$ cat config.mk
export PLATFORM = sky130hd
export DESIGN_NAME = fetch_queue_unit
export DESIGN_NICKNAME = d
export VERILOG_FILES = /design/src/rtl/fetch_queue_unit.sv
export SDC_FILE = /design/constraint.sdc
export NUM_CORES = 1
export LEC_CHECK = 0
export BUFFER_PORTS_ARGS = -buffer_cell sky130_fd_sc_hd__buf_2
export CORE_UTILIZATION = 62
export DETAILED_ROUTE_END_ITERATION = 6
export PLACE_DENSITY = 0.86
export SLEW_MARGIN = 20
export SYNTH_ARGS = -nofsm -noshare
export SYNTH_HDL_FRONTEND = slang
export SYNTH_HIERARCHICAL = 1
export SYNTH_SLANG_ARGS = --single-unit
export TNS_END_PERCENT = 10
$ cat constraint.sdc
create_clock -name CLK -period 6.2 [get_ports CLK]
set_input_delay 0.62 -clock CLK [delete_from_list [all_inputs] [get_ports CLK]]
set_output_delay 0.62 -clock CLK [all_outputs]
set_load 0.02 [all_outputs]
$ cat src/rtl/fetch_queue_unit.sv
// Instruction-fetch stage with a DEPTH-entry prefetch queue feeding decode.
// Optional same-cycle empty-queue bypass is enabled by defining FETCHQ_BYPASS_EN.

module fetch_queue_entry #(
  parameter int W = 64
) (
  input  logic         CLK,
  input  logic         we,
  input  logic [W-1:0] d,
  output logic [W-1:0] q
);
  // Storage is don't-care after reset; occupancy lives in the parent's counters.
  always_ff @(posedge CLK)
    if (we) q <= d;
endmodule

module fetch_queue_unit #(
  parameter int                 WORD_W  = 32,
  parameter int                 DEPTH   = 4,
  parameter logic [WORD_W-1:0]  PC_INIT = '0
) (
  input  logic                       CLK,
  input  logic                       nRST,
  input  logic                       ihit,
  input  logic [WORD_W-1:0]          imemload,
  output logic                       imemREN,
  output logic [WORD_W-1:0]          imemaddr,
  input  logic                       redirect,
  input  logic [WORD_W-1:0]          redirect_pc,
  input  logic                       halt,
  input  logic                       deq,
  output logic                       valid,
  output logic [WORD_W-1:0]          instr,
  output logic [WORD_W-1:0]          pc_plus4,
  output logic [$clog2(DEPTH+1)-1:0] count
);
  localparam int PW = $clog2(DEPTH);
  localparam int CW = $clog2(DEPTH+1);

  typedef struct packed {
    logic [WORD_W-1:0] instr;
    logic [WORD_W-1:0] pc4;
  } fq_ent_t;

  typedef enum logic [1:0] {FETCH, FULL, HALTED} st_t;

  st_t                               state, state_nx;
  logic [WORD_W-1:0]                 pc, pc4;
  logic [PW-1:0]                     wr_ptr, rd_ptr;
  logic [CW-1:0]                     cnt, cnt_nx;
  logic                              empty, push, pop, wr_en, byp_take;
  fq_ent_t                           wr_data, head;
  logic [DEPTH-1:0][2*WORD_W-1:0]    ent_q;

  assign pc4      = pc + WORD_W'(4);
  assign empty    = (cnt == '0);
  assign push     = imemREN & ihit;
  assign pop      = deq & !empty;
  assign wr_en    = push & !byp_take;
  assign wr_data  = '{instr: imemload, pc4: pc4};
  assign imemaddr = pc;
  assign count    = cnt;

  for (genvar i = 0; i < DEPTH; i++) begin : g_ent
    fetch_queue_entry #(.W(2*WORD_W)) u_ent (
      .CLK (CLK),
      .we  (wr_en && (wr_ptr == PW'(i))),
      .d   (wr_data),
      .q   (ent_q[i])
    );
  end

`ifdef FETCHQ_BYPASS_EN
  // Empty queue: the arriving word is the head this cycle; if decode takes it, it never lands.
  logic byp;
  assign byp      = empty & push;
  assign byp_take = byp & deq;
  assign valid    = !empty | byp;
  assign head     = empty ? wr_data : fq_ent_t'(ent_q[rd_ptr]);
`else
  assign byp_take = 1'b0;
  assign valid    = !empty;
  assign head     = fq_ent_t'(ent_q[rd_ptr]);
`endif

  assign instr    = valid ? head.instr : '0;
  assign pc_plus4 = valid ? head.pc4   : '0;

  always_comb begin
    cnt_nx = cnt;
    case ({wr_en, pop})
      2'b10:   cnt_nx = cnt + CW'(1);
      2'b01:   cnt_nx = cnt - CW'(1);
      default: cnt_nx = cnt;
    endcase
  end

  // Redirect wins over push/pop; the halt freeze is tracked by the FSM only.
  always_ff @(posedge CLK or negedge nRST) begin
    if (!nRST) begin
      pc     <= PC_INIT;
      wr_ptr <= '0;
      rd_ptr <= '0;
      cnt    <= '0;
    end else if (redirect) begin
      pc     <= redirect_pc & ~WORD_W'(3);
      wr_ptr <= '0;
      rd_ptr <= '0;
      cnt    <= '0;
    end else begin
      if (push)  pc     <= pc4;
      if (wr_en) wr_ptr <= wr_ptr + PW'(1);
      if (pop)   rd_ptr <= rd_ptr + PW'(1);
      cnt <= cnt_nx;
    end
  end

  always_ff @(posedge CLK or negedge nRST)
    if (!nRST) state <= FETCH;
    else       state <= state_nx;

  always_comb begin
    state_nx = state;
    case (state)
      FETCH:   if (halt) state_nx = HALTED;
               else if (!redirect && cnt_nx == CW'(DEPTH)) state_nx = FULL;
      FULL:    if (halt) state_nx = HALTED;
               else if (pop || redirect) state_nx = FETCH;
      HALTED:  state_nx = HALTED;
      default: state_nx = FETCH;
    endcase
  end

  // Request only from FETCH; held low while reset is asserted.
  always_comb begin
    imemREN = nRST & (state == FETCH) & !redirect;
  end

endmodule

Word level (Yosys, flattened, before mapping):

Index checks and enable logic that the tools add are counted.

* bits in registers: 297
* latch bits: 0
* RAM bits: 0
* memory bits (read-only): 0
* input port bits: 70
* output and inout port bits: 101
* memories: 0

* add/subtract/negate cells: 5
* multiply operators: 0
* div/mod/pow operators: 0
* order comparisons: 1
* equality and inequality tests: 10
* shift-type cells: 0
* muxes and demuxes: 17
* bitwise operators: 4
* reduce and logical (&&, ||, !) cells: 14

Operators by type and width (count)
* $bmux W64 S2: 1
* $mux W32: 4
* $mux W64: 1
* $add A32 B3 Y32 const B: 1
* $mux W2: 8
* $eq A2 B2 Y1 const B: 4
* $eq A2 B1 Y1 const B: 3
* $ne A3 B3 Y1 const B: 2
* $pmux W2 S3: 1
* $pmux W3 S2: 1
* $logic_and A1 B1 Y1: 5
* $add A2 B1 Y2 const B: 2
* $and A1 B1 Y1: 4
* $logic_not A2 Y1: 2
* $reduce_bool A2 Y1: 2
* $add A3 B1 Y3 const B: 1
* $eq A3 B3 Y1 const B: 1
* $logic_not A3 Y1: 1
* $lt A2 B3 Y1 const B: 1
* $mux W3: 1
* $sub A3 B1 Y3 const B: 1
* $logic_not A1 Y1: 2
* $reduce_and A2 Y1: 1
* $logic_or A1 B1 Y1: 1

Logic depth before layout (Yosys ltp):

* word-level depth: 11
* gate-level depth with buffers: 12
* depth with buffers taken out: 10

Cells and area by module:

The synthesis kept the hierarchy.

By module, submodules not included
* fetch_queue_entry: times used 4, cells each 64, area each 1921.8 sq um, sequential area each 1921.8 sq um
* fetch_queue_unit: times used 1, cells each 459, area each 4652.0 sq um, sequential area each 975.9 sq um

Worst setup path before layout:

OpenSTA, ideal clock, no wires.

* path type: input to register
* start: input redirect
* end: register g_ent[0].u_ent.q[0], enable pin
* library setup time: 0.429 ns
* arrival time: 3.038 ns
* required time: 5.771 ns
* slack: 2.733 ns
* cell stages on the path: 3
* buffers on the path: 1
* cells stage by stage: buf_2 -> nor4b_2 -> and3_1

* longest elaborated chain between the ends: 4

Ends and longest elaborated chain
* from (decl): RTL line 28 `input logic redirect,`
* $logic_not A1 Y1: RTL line 136 `imemREN = nRST & (state == FETCH) & !redirect;`
* $and A1 B1 Y1: RTL line 136
* net imemREN: RTL line 26 `output logic imemREN,`
* $and A1 B1 Y1: RTL line 57 `assign push = imemREN & ihit;`
* $logic_and A1 B1 Y1: RTL line 67 `.we (wr_en && (wr_ptr == PW'(i))),`
* to (signal assigned): RTL line 14 `if (we) q <= d;`
* to (decl): RTL line 10 `output logic [W-1:0] q`

The timed path passes the listed nets, and every way through them passes these cells.
A chain may end at the register's enable or synchronous reset.

Final worst setup path:

* start: register rd_ptr[0]
* end: output instr[5]

* longest elaborated chain between the ends: 3

Ends and longest elaborated chain
* from (decl): RTL line 49 `logic [PW-1:0] wr_ptr, rd_ptr;`
* from (signal assigned): RTL line 113 `if (pop) rd_ptr <= rd_ptr + PW'(1);`
* $bmux W64 S2: RTL line 83 `assign head = fq_ent_t'(ent_q[rd_ptr]);`
* $mux W64 (not written as such): RTL line 83
* $mux W32: RTL line 86 `assign instr = valid ? head.instr : '0;`
* to (decl): RTL line 33 `output logic [WORD_W-1:0] instr,`

Every way passes these cells. The select of a mux whose other input is x is not followed.

==> impl_metrics.py <==
metrics = {
    "final_layout": {
        "nFillCells": 1201,
        "diodes": 0,
        "area_delta_synth_final_pct": 16.2,
        "drive_above_1_share_pct": 32.7,
        "nets": 960,
        "multiInputGateArea_um2": 3510,
        "stdcell_area_um2": 14300,
        "regArea_um2": 8670,
    },
    "sta": {
        "drv_slew": 0,
        "grt_setup_unrepaired": "no",
        "tightest_slew_ns": 1.03,
        "slew_headroom_pct": 31.4,
        "skew_ns": 0.0152,
        "max_freq_mhz": 275,
        "fin_crit_ns": 3.64,
        "hold_violations": 0,
        "setup_viol_count_final": 0,
        "setup_tns_ns": 0,
        "period_share_pct": 58.7,
    },
    "floorplanning": {
        "ios": 171,
        "coreArea_um2": 19500,
        "dieArea_um2": 20500,
        "fp.dieH_um": 143,
        "fp.dieW_um": 143,
        "std_cell_rows": 51,
        "initial_core_util_pct": 63.4,
    },
    "pwr": {
        "ir_worst_vdd_v": 0.000231,
        "power_mw": 4.70,
        "p_leak_nw": 5.14,
        "p_per_area_nw_per_um2": 328,
    },
    "global_route": {
        "grt_overflow": 0,
        "antenna_found_initial": 0,
        "grt_pass1_wl_um": 37100,
        "grt_pass1_vias": 6880,
        "grt_max_degree": 67,
        "grtUsageTotal_pct": 24.1,
    },
    "route": {
        "drtIter0Drc": 544,
        "drtAntennaViolNets": 0,
        "vias_per_cell": 5.80,
        "totalWireLength_um": 23400,
        "wl_per_cell_um": 20.0,
        "route.detailed.drc": 0,
        "vias": 6794,
        "drt-pass1-iter-count": 5,
    },
    "clock_network": {
        "clk-insertion-delay-late_ns": 0.53,
        "root_buffer": "clkbuf_16",
        "cts_setup_buffers": 0,
        "ctsHoldBuffers": 0,
        "cts_tree": "yes",
        "clkTransAtPathRegs_ns": 0.06,
        "h-tree-depth": 1,
        "cts_buffers": 29,
        "cts_buffer_depth": 3,
        "cts_resized": 0,
        "clkSinkCount": 295,
    },
    "place": {
        "io_buffers": 166,
        "gp_congestion": 0.849,
        "dp_hpwl_um": 13800,
        "placed_cell_area_um2": 13400,
    },
    "synth": {
        "synthArstFlopShare_pct": 13.2,
        "ys_ff_latch": 295,
        "synth_area_leaders": "edfxtp_1 62%, mux4_2 12%, dfrtp_1 7.9%, and2_1 3.3%, xnor2_1 1.9%",
        "yosys_most_used_dff": "edfxtp_1",
        "synth.cell_area_um2": 12300,
        "yosysTopAreaCellShare_pct": 62.3,
        "synth_warnings": 6,
        "avgSynthCellArea_um2": 17.3,
        "synth_edf_count": 256,
        "synth.yosys.seq_area_share_pct": 70.2,
        "yosysTopAreaCell": "edfxtp_1",
        "synth.distinct_cells": 51,
        "synthCells": 715,
    },
    "critical_path": {
        "cp_max_fo": 42,
        "crit_type": "flip-flop to primary output",
        "start_kind": "flip-flop",
        "required_ns": 5.58,
        "worstPathArrival_ns": 3.02,
        "worst_setup_path_end_kind": "primary output",
    },
    "min_path": {
        "hp-class": "input pin to asynchronous set/reset pin",
    },
    "outcome": {
        "status": "complete, no violations",
    },
    "flow_run": {
        "cap_violations": 0,
    },
}
-- final timing paths --
path | start | slack [ns] | depth (start not counted) | to
hold / removal | nRST | 0.15 | 2 | imemaddr[5]
setup reg to reg | state[0] | 3.03 | 10 | state[0]
hold reg to reg | state[0] | 0.59 | 1 | state[1]
max in group asynchronous | nRST | 5.65 | 2 | rd_ptr[0]
min in group CLK | redirect_pc[14] | 0.29 | 3 | imemaddr[14]
setup / recovery | rd_ptr[0] | 2.56 | 4 | instr[5]
-- cell usage after synthesis (6+ instances only) --
| master | count |
|---|---|
| and3_1 | 6 |
| mux4_2 | 64 |
| and2_1 | 66 |
| a21oi_1 | 6 |
| nand4_1 | 11 |
| o21ai_0 | 21 |
| nand3_1 | 10 |
| nor2_1 | 20 |
| inv_1 | 9 |
| nor3_1 | 7 |
| xor2_1 | 20 |
| nand2_1 | 49 |
| dfrtp_1 | 39 |
| clkbuf_1 | 20 |
| buf_2 | 12 |
| edfxtp_1 | 256 |
| ha_1 | 6 |
| xnor2_1 | 27 |
-- sequential cells by signal, summed over array words and instances, names as in the netlist --
name,flops
rd_ptr,2
imemaddr,30
g_ent.u_ent/q,256
count,3
state,2
wr_ptr,2
-- metal layers --
metal	track usage, %	routed length, um	up-vias
met2	39.4	11400	278
li1	-	-	3091
met1	33.6	9690	3388
met5	0	0	-
met3	4.53	1900	37
met4	6.40	460	0
-- layout make-up --
type                    count  share of cell area [%]
clock inverters            15                   0.864
inverters                  10                   0.262
clock buffers              39                    5.67
multi-input cells         377                    24.5
flip-flops and latches    295                    60.4
repair buffers            170                    6.00
well taps                 265                    2.31
-- kinds of logic (layout without fill, tap and decap cells) --
| group | Yosys count | count (layout) | share of synthesized area (%) |
|---|---|---|---|
| DFF | 295 | 295 | 70.2 |
| and+or+nand+nor | 195 | 195 | 9.15 |
| muxes | 69 | 69 | 12.1 |
| buffers and inverters | 52 | 234 | 1.82 |
| AOI/OAI and AO/OA | 49 | 49 | 2.60 |
| xor gates and xnor gates | 47 | 47 | 3.34 |
| adders and majority gates | 7 | 7 | 0.771 |
| other | 1 | 10 | 0.0304 |
-- critical path, stage by stage (launching register included) --
cell	delay (ns)
dfrtp_4	0.99
buf_4	0.57
mux4_2	0.57
and2_1	0.17
buf_2	0.15
-- placed cells by master, fill, tap and decap left out, types with 7 or more instances in the layout --
| cell type | count |
|---|---|
| edfxtp_1 | 256 |
| buf_2 | 166 |
| and2_1 | 66 |
| mux4_2 | 64 |
| nand2_1 | 49 |
| dfrtp_1 | 37 |
| clkbuf_16 | 29 |
| xnor2_1 | 27 |
| o21ai_0 | 21 |
| nor2_1 | 20 |
| xor2_1 | 20 |
| nand4_1 | 11 |
| nand3_1 | 10 |
| conb_1 | 10 |
| inv_1 | 9 |
| nor3_1 | 7 |
| clkinv_1 | 7 |
-- where the power goes --
| part | internal (mW) | total [mW] | switching, mW |
|---|---|---|---|
| Sequential | 2.19 | 2.27 | 0.0789 |
| Clock | 0.998 | 1.69 | 0.695 |
| Combinational | 0.309 | 0.739 | 0.430 |
-- per-stage QoR --
stage / hold WS (ns) / utilization [%] / worst slack (ns) / std cells
after global routing: 0.175 / 73.7 / 2.31 / 1171
after detailed placement: 0.579 / 68.9 / 2.29 / 1117
after global placement: 0.558 / 68.9 / 2.34 / 1117
final: 0.151 / 73.7 / 2.56 / 1171
after floorplan: 0.324 / - / 2.73 / 724
after CTS: 0.152 / 73.7 / 2.45 / 1171
(Power assumes the default switching activity.)
